**config.mk**
```make
export PLATFORM = sky130hd
export DESIGN_NAME = dram_read_arb
export DESIGN_NICKNAME = d
export VERILOG_FILES = /design/src/rtl/dram_read_arb_pkg.sv /design/src/rtl/dram_read_arb_tag_fifo.sv /design/src/rtl/dram_read_arb.sv
export SDC_FILE = /design/constraint.sdc
export NUM_CORES = 1
export LEC_CHECK = 0
export CAP_MARGIN = 25
export CELL_PAD_IN_SITES_DETAIL_PLACEMENT = 0
export CELL_PAD_IN_SITES_GLOBAL_PLACEMENT = 1
export CORE_AREA = 2 2 171 173
export DETAILED_ROUTE_END_ITERATION = 16
export DIE_AREA = 0 0 173 175
export DONT_BUFFER_PORTS = 1
export HOLD_SLACK_MARGIN = 0.08
export PLACE_DENSITY_LB_ADDON = 0.1
export SLEW_MARGIN = 10
export SYNTH_ARGS = -nofsm -noshare
export SYNTH_HDL_FRONTEND = slang
export SYNTH_HIERARCHICAL = 1
export SYNTH_SLANG_ARGS = --single-unit
```
**constraint.sdc**
```tcl
create_clock -name i_clk -period 3.6 [get_ports i_clk]
set_clock_uncertainty 0.2 [all_clocks]
set_input_delay 0.72 -clock i_clk [delete_from_list [all_inputs] [get_ports i_clk]]
set_output_delay 0.72 -clock i_clk [all_outputs]
set_load 0.02 [all_outputs]
```
**src/rtl/dram_read_arb_pkg.sv**
```systemverilog
// Shared constants for the DRAM read arbiter: default sizing and requester-ID width.
package dram_read_arb_pkg;

    localparam int unsigned DEF_N_REQ = 4;
    localparam int unsigned DEF_AW    = 32;
    localparam int unsigned DEF_DW    = 128;
    localparam int unsigned DEF_DEPTH = 8;

    // Width of a requester ID; never narrower than one bit.
    function automatic int unsigned id_width(input int unsigned n);
        return (n > 1) ? $clog2(n) : 1;
    endfunction

    localparam int unsigned DEF_ID_W = id_width(DEF_N_REQ);

endpackage

```
**src/rtl/dram_read_arb_tag_fifo.sv**
```systemverilog
// In-order tag FIFO: remembers which requester owns each outstanding DRAM read.
module dram_read_arb_tag_fifo #(
    parameter int unsigned DEPTH = 8,
    parameter int unsigned W     = 2
) (
    input  logic                   clk,
    input  logic                   rst_n,
    input  logic                   push,
    input  logic [W-1:0]           push_data,
    input  logic                   pop,
    output logic [W-1:0]           head,
    output logic [$clog2(DEPTH):0] count
);

    localparam int unsigned PW = $clog2(DEPTH);

    logic [W-1:0]  mem [DEPTH];
    logic [PW-1:0] wr_ptr;
    logic [PW-1:0] rd_ptr;

    // Pointers wrap naturally (DEPTH is a power of two); count tracks occupancy.
    always_ff @(posedge clk or negedge rst_n) begin
        if (!rst_n) begin
            wr_ptr <= '0;
            rd_ptr <= '0;
            count  <= '0;
        end else begin
            if (push) wr_ptr <= wr_ptr + 1'b1;
            if (pop)  rd_ptr <= rd_ptr + 1'b1;
            case ({push, pop})
                2'b10:   count <= count + 1'b1;
                2'b01:   count <= count - 1'b1;
                default: count <= count;
            endcase
        end
    end

    // Tag storage needs no reset; entries are only read while count is non-zero.
    always_ff @(posedge clk) begin
        if (push) mem[wr_ptr] <= push_data;
    end

    assign head = mem[rd_ptr];

endmodule

```
**src/rtl/dram_read_arb.sv**
```systemverilog
// Round-robin arbiter sharing one DRAM read port among N_REQ requesters,
// with in-order routing of read data back to the issuing requester.
module dram_read_arb
    import dram_read_arb_pkg::*;
#(
    parameter int unsigned N_REQ = DEF_N_REQ,
    parameter int unsigned AW    = DEF_AW,
    parameter int unsigned DW    = DEF_DW,
    parameter int unsigned DEPTH = DEF_DEPTH
) (
    input  logic               i_clk,
    input  logic               i_rst,
    input  logic [N_REQ-1:0]   req_rdy,
    output logic [N_REQ-1:0]   req_ack,
    input  logic [N_REQ*AW-1:0] req_addr,
    output logic               dramra_rdy,
    input  logic               dramra_ack,
    output logic [AW-1:0]      dramra_addr,
    input  logic               dramrd_rdy,
    output logic               dramrd_ack,
    input  logic [DW-1:0]      dramrd_data,
    output logic [N_REQ-1:0]   rsp_rdy,
    input  logic [N_REQ-1:0]   rsp_ack,
    output logic [DW-1:0]      rsp_data,
    output logic               o_err
);

    localparam int unsigned IW = id_width(N_REQ);
    localparam int unsigned CW = $clog2(DEPTH) + 1;

    logic [AW-1:0] addr_arr [N_REQ];
    logic [IW-1:0] last_grant;
    logic [IW-1:0] win_id;
    logic [IW-1:0] cand;
    logic [IW-1:0] head_id;
    logic [CW-1:0] out_cnt;
    logic          grant;
    logic          slot_free;
    logic          rd_pop;

    for (genvar g = 0; g < N_REQ; g++) begin : g_addr
        assign addr_arr[g] = req_addr[g*AW +: AW];
    end

    // Full check uses the registered count only, so a same-cycle pop cannot unblock a grant.
    assign slot_free = (!dramra_rdy || dramra_ack) && (out_cnt != CW'(DEPTH));

    // Round-robin pick starting just after the previous winner.
    always_comb begin
        req_ack = '0;
        win_id  = '0;
        grant   = 1'b0;
        cand    = '0;
        if (i_rst && slot_free) begin
            for (int unsigned k = 1; k <= N_REQ; k++) begin
                cand = IW'((32'(last_grant) + k) % N_REQ);
                if (!grant && req_rdy[cand]) begin
                    grant  = 1'b1;
                    win_id = cand;
                end
            end
        end
        if (grant) req_ack[win_id] = 1'b1;
    end

    // One-entry address slice toward DRAM; a grant reloads it even as it drains.
    always_ff @(posedge i_clk or negedge i_rst) begin
        if (!i_rst) begin
            dramra_rdy  <= 1'b0;
            dramra_addr <= '0;
        end else if (grant) begin
            dramra_rdy  <= 1'b1;
            dramra_addr <= addr_arr[win_id];
        end else if (dramra_ack) begin
            dramra_rdy  <= 1'b0;
        end
    end

    // Round-robin pointer moves only on a grant.
    always_ff @(posedge i_clk or negedge i_rst) begin
        if (!i_rst) last_grant <= IW'(N_REQ - 1);
        else if (grant) last_grant <= win_id;
    end

    dram_read_arb_tag_fifo #(
        .DEPTH (DEPTH),
        .W     (IW)
    ) u_tag_fifo (
        .clk       (i_clk),
        .rst_n     (i_rst),
        .push      (grant),
        .push_data (win_id),
        .pop       (rd_pop),
        .head      (head_id),
        .count     (out_cnt)
    );

    // Steer read data to the oldest outstanding requester; drain stray data when none is outstanding.
    always_comb begin
        rsp_rdy    = '0;
        dramrd_ack = 1'b0;
        rsp_data   = dramrd_data;
        if (i_rst) begin
            if (out_cnt == '0) begin
                dramrd_ack = dramrd_rdy;
            end else begin
                rsp_rdy[head_id] = dramrd_rdy;
                dramrd_ack       = rsp_ack[head_id];
            end
        end
    end

    assign rd_pop = dramrd_rdy && dramrd_ack && (out_cnt != '0);

    // Sticky flag for read data that arrived with nothing outstanding.
    always_ff @(posedge i_clk or negedge i_rst) begin
        if (!i_rst) o_err <= 1'b0;
        else if (dramrd_rdy && (out_cnt == '0)) o_err <= 1'b1;
    end

endmodule
```
; After elaboration in Yosys (flattened, before gate mapping)
; Memory sizes are Yosys's and may differ from the RTL's.
; Cells that the tools add are included.
[word_totals]
register_bits = 46
mem_bits_rw = 16
in_bits = 268
out_inout_bits = 171
word_cells = 89
n_memories = 1
[memory_table]
columns = memory, words, word_bits, read_ports, rd_clocked_by_memory_dff, wr, line_no
row1 = u_tag_fifo.mem, 8, 2, 1, 0, 1, dram_read_arb_tag_fifo.sv:17  ; logic [W-1:0] mem [DEPTH];
[classes]
addsub = 8
magnitude_cmp = 9
n_eq_ne = 3
muxes = 40
bitwise_logic = 2
n_reduce_logical = 19
[ops]
columns = cell, n
row1 = $bmux 32 s2, 1
row2 = $mux 32, 2
row3 = $mux 1, 21
row4 = $lt 2x3->1 const B, 6
row5 = $mux 4, 3
row6 = $bmux 1 s2, 5
row7 = $logic_and 1x1->1, 10
row8 = $mux 2, 5
row9 = $pmux 4 s2, 1
row10 = $add 3x1->3 const B, 2
row11 = $add 2x1->2 const B, 2
row12 = $add 2x2->2 const B, 2
row13 = $add 4x1->4 const B, 1
row14 = $and 4x4->4, 1
row15 = $demux 1 s2, 2
row16 = $ge 2x1->1 const B, 2
row17 = $logic_not 1->1, 4
row18 = $logic_not 4->1, 1
row19 = $ne 4x4->1 const B, 1
row20 = $reduce_bool 2->1, 2
row21 = $reduce_bool 4->1, 1
row22 = $sub 4x1->4 const B, 1
row23 = $ge 3x3->1 const B, 1
row24 = $not 2->3, 1
row25 = other kinds (3), 3

; Longest topological paths before layout
[logic_depth]
word_depth = 22
mapped_depth = 14
mapped_depth_nobuf = 12

; By module
; The synthesis kept the hierarchy.
[by_module_without_submodules]
columns = module, instances, cells_per_inst, area_per_inst_um2
row1 = dram_read_arb, 1, 436, 3908.7
row2 = dram_read_arb_tag_fifo, 1, 75, 1168.6

; Worst setup path after synthesis
; Ideal clock, no wire load.
[synth_path]
kind = register to register
from = register u_tag_fifo.rd_ptr[0]
to = register u_tag_fifo.count[2]
setup_time_ns = 0.127
arrival_time_ns = 2.999
required_ns = 3.273
path_slack_ns = 0.275
path_stages_with_launch = 13
path_buffers = 1
cell_sequence = dfrtp_1 -> buf_6 -> mux4_1 -> mux2_2 -> mux4_2 -> and2_1 -> ha_1 -> xor2_1 -> ha_1 -> a21oi_1 -> xor2_1 -> nor2_1 -> xor2_1
[synth_between]
elab_chain_len = 9
elab_cells_between_ends = 11
cone_classes = eq/ne: 2 / mux: 5 / reduce/logical: 3 / memory: 1
[synth_rtl]
columns = item, line_no
row1 = "start, declared", dram_read_arb_tag_fifo.sv:19  ; logic [PW-1:0] rd_ptr;
row2 = "start signal, assigned", dram_read_arb_tag_fifo.sv:29  ; if (pop) rd_ptr <= rd_ptr + 1'b1;
row3 = $mem_v2 8x2 *, n/a
row4 = via head_id[0], dram_read_arb.sv:35  ; logic [IW-1:0] head_id;
row5 = $bmux 1 s2 *, dram_read_arb.sv:108  ; dramrd_ack = rsp_ack[head_id];
row6 = $mux 1 (not written as such) *, dram_read_arb.sv:108
row7 = $mux 1 *, dram_read_arb.sv:104  ; if (out_cnt == '0) begin
row8 = $mux 1 *, dram_read_arb.sv:103  ; if (i_rst) begin
row9 = $logic_and 1x1->1 * (2 in series), dram_read_arb.sv:113  ; assign rd_pop = dramrd_rdy && dramrd_ack && (out_cnt != '0);
row10 = via rd_pop, dram_read_arb.sv:39  ; logic rd_pop;
row11 = $eq 2x1->1 / $eq 2x2->1 (equally long branches), dram_read_arb_tag_fifo.sv:30  ; case ({push, pop})
row12 = $pmux 4 s2 / $reduce_bool 2->1 (equally long branches), n/a
row13 = "end signal, assigned", dram_read_arb_tag_fifo.sv:31  ; 2'b10: count <= count + 1'b1;
row14 = "end signal, assigned", dram_read_arb_tag_fifo.sv:32  ; 2'b01: count <= count - 1'b1;
row15 = "end signal, assigned", dram_read_arb_tag_fifo.sv:33  ; default: count <= count;
row16 = "end, declared", dram_read_arb_tag_fifo.sv:12  ; output logic [$clog2(DEPTH):0] count
; The timed path passes the listed nets; every way through them passes the cells marked *. The select of a mux whose other input is x is not followed.
; A chain may end at the register's enable or synchronous reset.

; Final worst setup path
[layout_path]
from = register u_tag_fifo.count[1]
to = output req_ack[1]
[layout_between]
elab_chain_len = 9
elab_cells_between_ends = 11
cone_classes = order compare: 2 / eq/ne: 1 / mux: 5 / reduce/logical: 3
[layout_rtl]
columns = item, line_no
row1 = $ne 4x4->1 *, dram_read_arb.sv:46  ; assign slot_free = (!dramra_rdy || dramra_ack) && (out_cnt != CW'(DEPTH));
row2 = $logic_and 1x1->1 *, dram_read_arb.sv:46
row3 = $logic_and 1x1->1 *, dram_read_arb.sv:54  ; if (i_rst && slot_free) begin
row4 = $mux 2 *, dram_read_arb.sv:54
row5 = via win_id[1], dram_read_arb.sv:33  ; logic [IW-1:0] win_id;
row6 = $lt 2x3->1 (not written as such) / $ge 2x1->1 (equally long branches), dram_read_arb.sv:63  ; if (grant) req_ack[win_id] = 1'b1;
row7 = $logic_and 1x1->1 (not written as such), dram_read_arb.sv:63
row8 = $mux 1 (not written as such), dram_read_arb.sv:63
row9 = $demux 1 s2 *, dram_read_arb.sv:63
row10 = $mux 4 *, dram_read_arb.sv:63
row11 = "end, declared", dram_read_arb.sv:14  ; output logic [N_REQ-1:0] req_ack,
; The timed path passes the listed nets; every way through them passes the cells marked *.

==> results <==
layout make-up:
class / instances / area share
timing repair buffer: 27 / 0.0457
clock inverter: 7 / 0.0132
tap: 384 / 0.0974
clock buffer: 9 / 0.0457
inverter: 4 / 0.00304
multi-input combinational: 280 / 0.463
antenna: 1 / 0.000507
sequential: 62 / 0.331
per-layer routing:
| metal | vias up | GRT usage |
|---|---|---|
| met5 | - | 0 |
| met4 | 2 | 0.0473 |
| met3 | 64 | 0.0448 |
| met2 | 148 | 0.182 |
| met1 | 1653 | 0.132 |
| li1 | 1503 | - |
synthesized netlist by cell type (15+ instances only):
cell | n | area share
clkbuf_1 | 15 | 0.011
buf_4 | 133 | 0.20
edfxtp_1 | 16 | 0.095
dfrtp_1 | 44 | 0.22
nand3_1 | 15 | 0.015
nand2_1 | 45 | 0.033
o221ai_2 | 17 | 0.050
mux2i_1 | 36 | 0.071
nor2_1 | 15 | 0.011
registers in the layout, summed over array words and instances (netlist names):
| signal | flops |
|---|---|
| dramra_addr | 32 |
| o_err | 1 |
| last_grant | 2 |
| dramra_rdy | 1 |
| u_tag_fifo/count | 4 |
| u_tag_fifo/mem | 16 |
| u_tag_fifo/wr_ptr | 3 |
| u_tag_fifo/rd_ptr | 3 |
power groups by stage:
| stage | Sequential [W] | Combinational (W) | Clock [W] |
|---|---|---|---|
| 2_1_floorplan | 0.00140 | 0.00146 | 0 |
| 3_5_place_dp | 0.00154 | 0.00162 | 0 |
| 3_3_place_gp | 0.00154 | 0.00161 | 0 |
| 4_1_cts | 0.00152 | 0.00164 | 0.000921 |
| 5_1_grt | 0.00156 | 0.00179 | 0.000953 |
| 6_report | 0.00151 | 0.00160 | 0.000878 |
how the worst min path moves through the flow:
stage	to	slack, ns	cells past startpoint
final	last_grant[0]	0.27	2
after floorplan	dramra_addr[0]	0.22	0
after CTS	last_grant[0]	0.27	2
after global routing	last_grant[0]	0.29	2
after global placement	o_err	0.23	0
after detailed placement	o_err	0.23	0
repair_timing:
item | in CTS | in global routing
setup endpoints to repair | 0 | 2
hold buffers | 2 | 0
resized for setup | 0 | 2
endpoints found under the hold margin | 46 | 0
cell families (layout without fill, tap and decap cells):
family | after synthesis | in the layout
compound gates | 89 | 89
xor+xnor | 9 | 9
flops | 62 | 62
mux | 46 | 46
simple gates | 131 | 131
buf+inv | 169 | 47
fa+ha+maj | 5 | 5
other cells | 0 | 1
worst max-delay path: cells and delay by family, from the launching register on:
kind	cells	cell delay (ns)
flops	1	0.46
simple gates	4	1.33
buf+inv	2	0.33
metrics by stage:
step / instances / total power, W / util / setup WS, ns
after detailed placement: 755 / 0.00315 / 0.162 / 0.174
after global routing: 773 / 0.00430 / 0.174 / 0.0603
final: 774 / 0.00399 / 0.174 / 0.228
after CTS: 773 / 0.00408 / 0.173 / 0.132
after floorplan: 511 / 0.00286 / - / 0.275
after global placement: 755 / 0.00315 / 0.162 / 0.167
==> flow_metrics.tcl <==
set metrics [dict create \
    ys.flop_type "dfrtp_1" \
    crit_required_ns 2.68 \
    synth_fp_nets 784 \
    r2r_setup_slack_ns 0.23 \
    multi_input_area_um2 2280 \
    htreeDepth 3 \
    fmax_mhz 297 \
    muxShareOfSynthArea 0.107 \
    period_share 0.937 \
    drt_first_pass_iters 4 \
    combPwrFrac 0.402 \
    swShare 0.447 \
    cap_violations 0 \
    via_count 3370 \
    io_buffers 0 \
    worstHoldStart "last_grant[0]" \
    status "finished, final reports clean" \
    netlist_instances 511 \
    regArea_um2 1640 \
    hp-class "reg -> reg" \
    endpoint_kind "output pin" \
    route.met3.wl_um 1290 \
    start_kind "flop" \
    synthArstFlopShare 0.742 \
    drt-total-wl_um 17200 \
    synth_edf_count 16 \
    crit_fanout 9 \
    cp-startpoint "u_tag_fifo/count[1]" \
    cts_buffers 9 \
    die_h_um 175 \
    clkPwrFrac 0.220 \
    dieArea_um2 30300 \
    core_um2 28400 \
    grtUsageTotal 0.112 \
    dpl.hpwl_um 12400 \
    rsz0062_at_grt "false" \
    synth_top_family_by_area "buffers and inverters" \
    power.internal_w 0.00220 \
    clk_latency_ns 0.33 \
    synth_compound_area_frac 0.168 \
    die_x_um 173 \
    worstMarginPinSlew_ns 0.504 \
    r2r_end "u_tag_fifo/count[2]" \
    slew_violations 0 \
    place_area_um2 4590 \
    cts_setup_buffers 0 \
    ys_types 54 \
    ir_drop_uv 229 \
    fillers 3179 \
    drive_above_1_share 0.211 \
    synth.ff_latch_count 62 \
    wl_per_cell_um 22.3 \
    slew_headroom 0.664 \
    synth-seq-area-share 0.322 \
    holdWs_ns 0.271 \
    drc 0 \
    crit_path_cell_trace "or4b_4 -> and3_4 -> nand2b_1 -> inv_2 -> nor2_1 -> buf_4" \
    grt_pass1_wl_um 24900 \
    p_sw_w 0.00178 \
    cts_buffer_depth 2 \
    syn2layout_area_growth_pct -2.83 \
    drtIter0Drc 158 \
    routed_via_density 4.35 \
    netlist_area_um2 5080 \
    cts.sinks 62 \
    reg2reg_from "u_tag_fifo/rd_ptr[0]" \
    final-hold-violation-count 0 \
    p_leak_nw 2.01 \
    cts-root-buf "clkbuf_16" \
    path_class "reg -> out" \
    pwr_density_cell_nw_per_um2 808 \
    gp_congestion 0.680 \
    yosys.area_share.simple 0.140 \
    critPathSlowestCell "or4b_4" \
    tns_ns 0 \
    final_common_cell "nand2_1" \
    drt-met1-wl_um 7050 \
    ys_warn_count 6 \
    synth_xor_xnor_area_share 0.0155 \
    wl_met2_um 8410 \
    grt_pass1_vias 3563 \
    num_rows 62 \
    clkTransAtPathRegs_ns 0.06 \
    most-common-layout-cells "45 x nand2_1, 43 x dfrtp_1, 36 x mux2i_1, 25 x buf_4, 17 x o221ai_2" \
    min_period_ns 3.37 \
    dr.max_layer_used "met5" \
    cpPeakStageDelay_ns 0.61 \
    initial_core_util 0.179 \
    tritoncts "done" \
    detail-route-antenna-nets 0 \
    nets 657 \
    endpoint "req_ack[1]" \
    setup_viol 0 \
    grt_start_max_net_pins 47 \
    antenna_found_initial 3 \
    overflow 0 \
    finalInstanceArea_um2 4930 \
    ff2ff_path_depth 11 \
    ios 439 \
    avgSynthCellArea_um2 9.94 \
    cp.arrival_ns 2.45 \
    seq_power_share 0.378 \
    synth_adder_area_share 0.0123 \
]
Power figures use the tool's default switching activity.
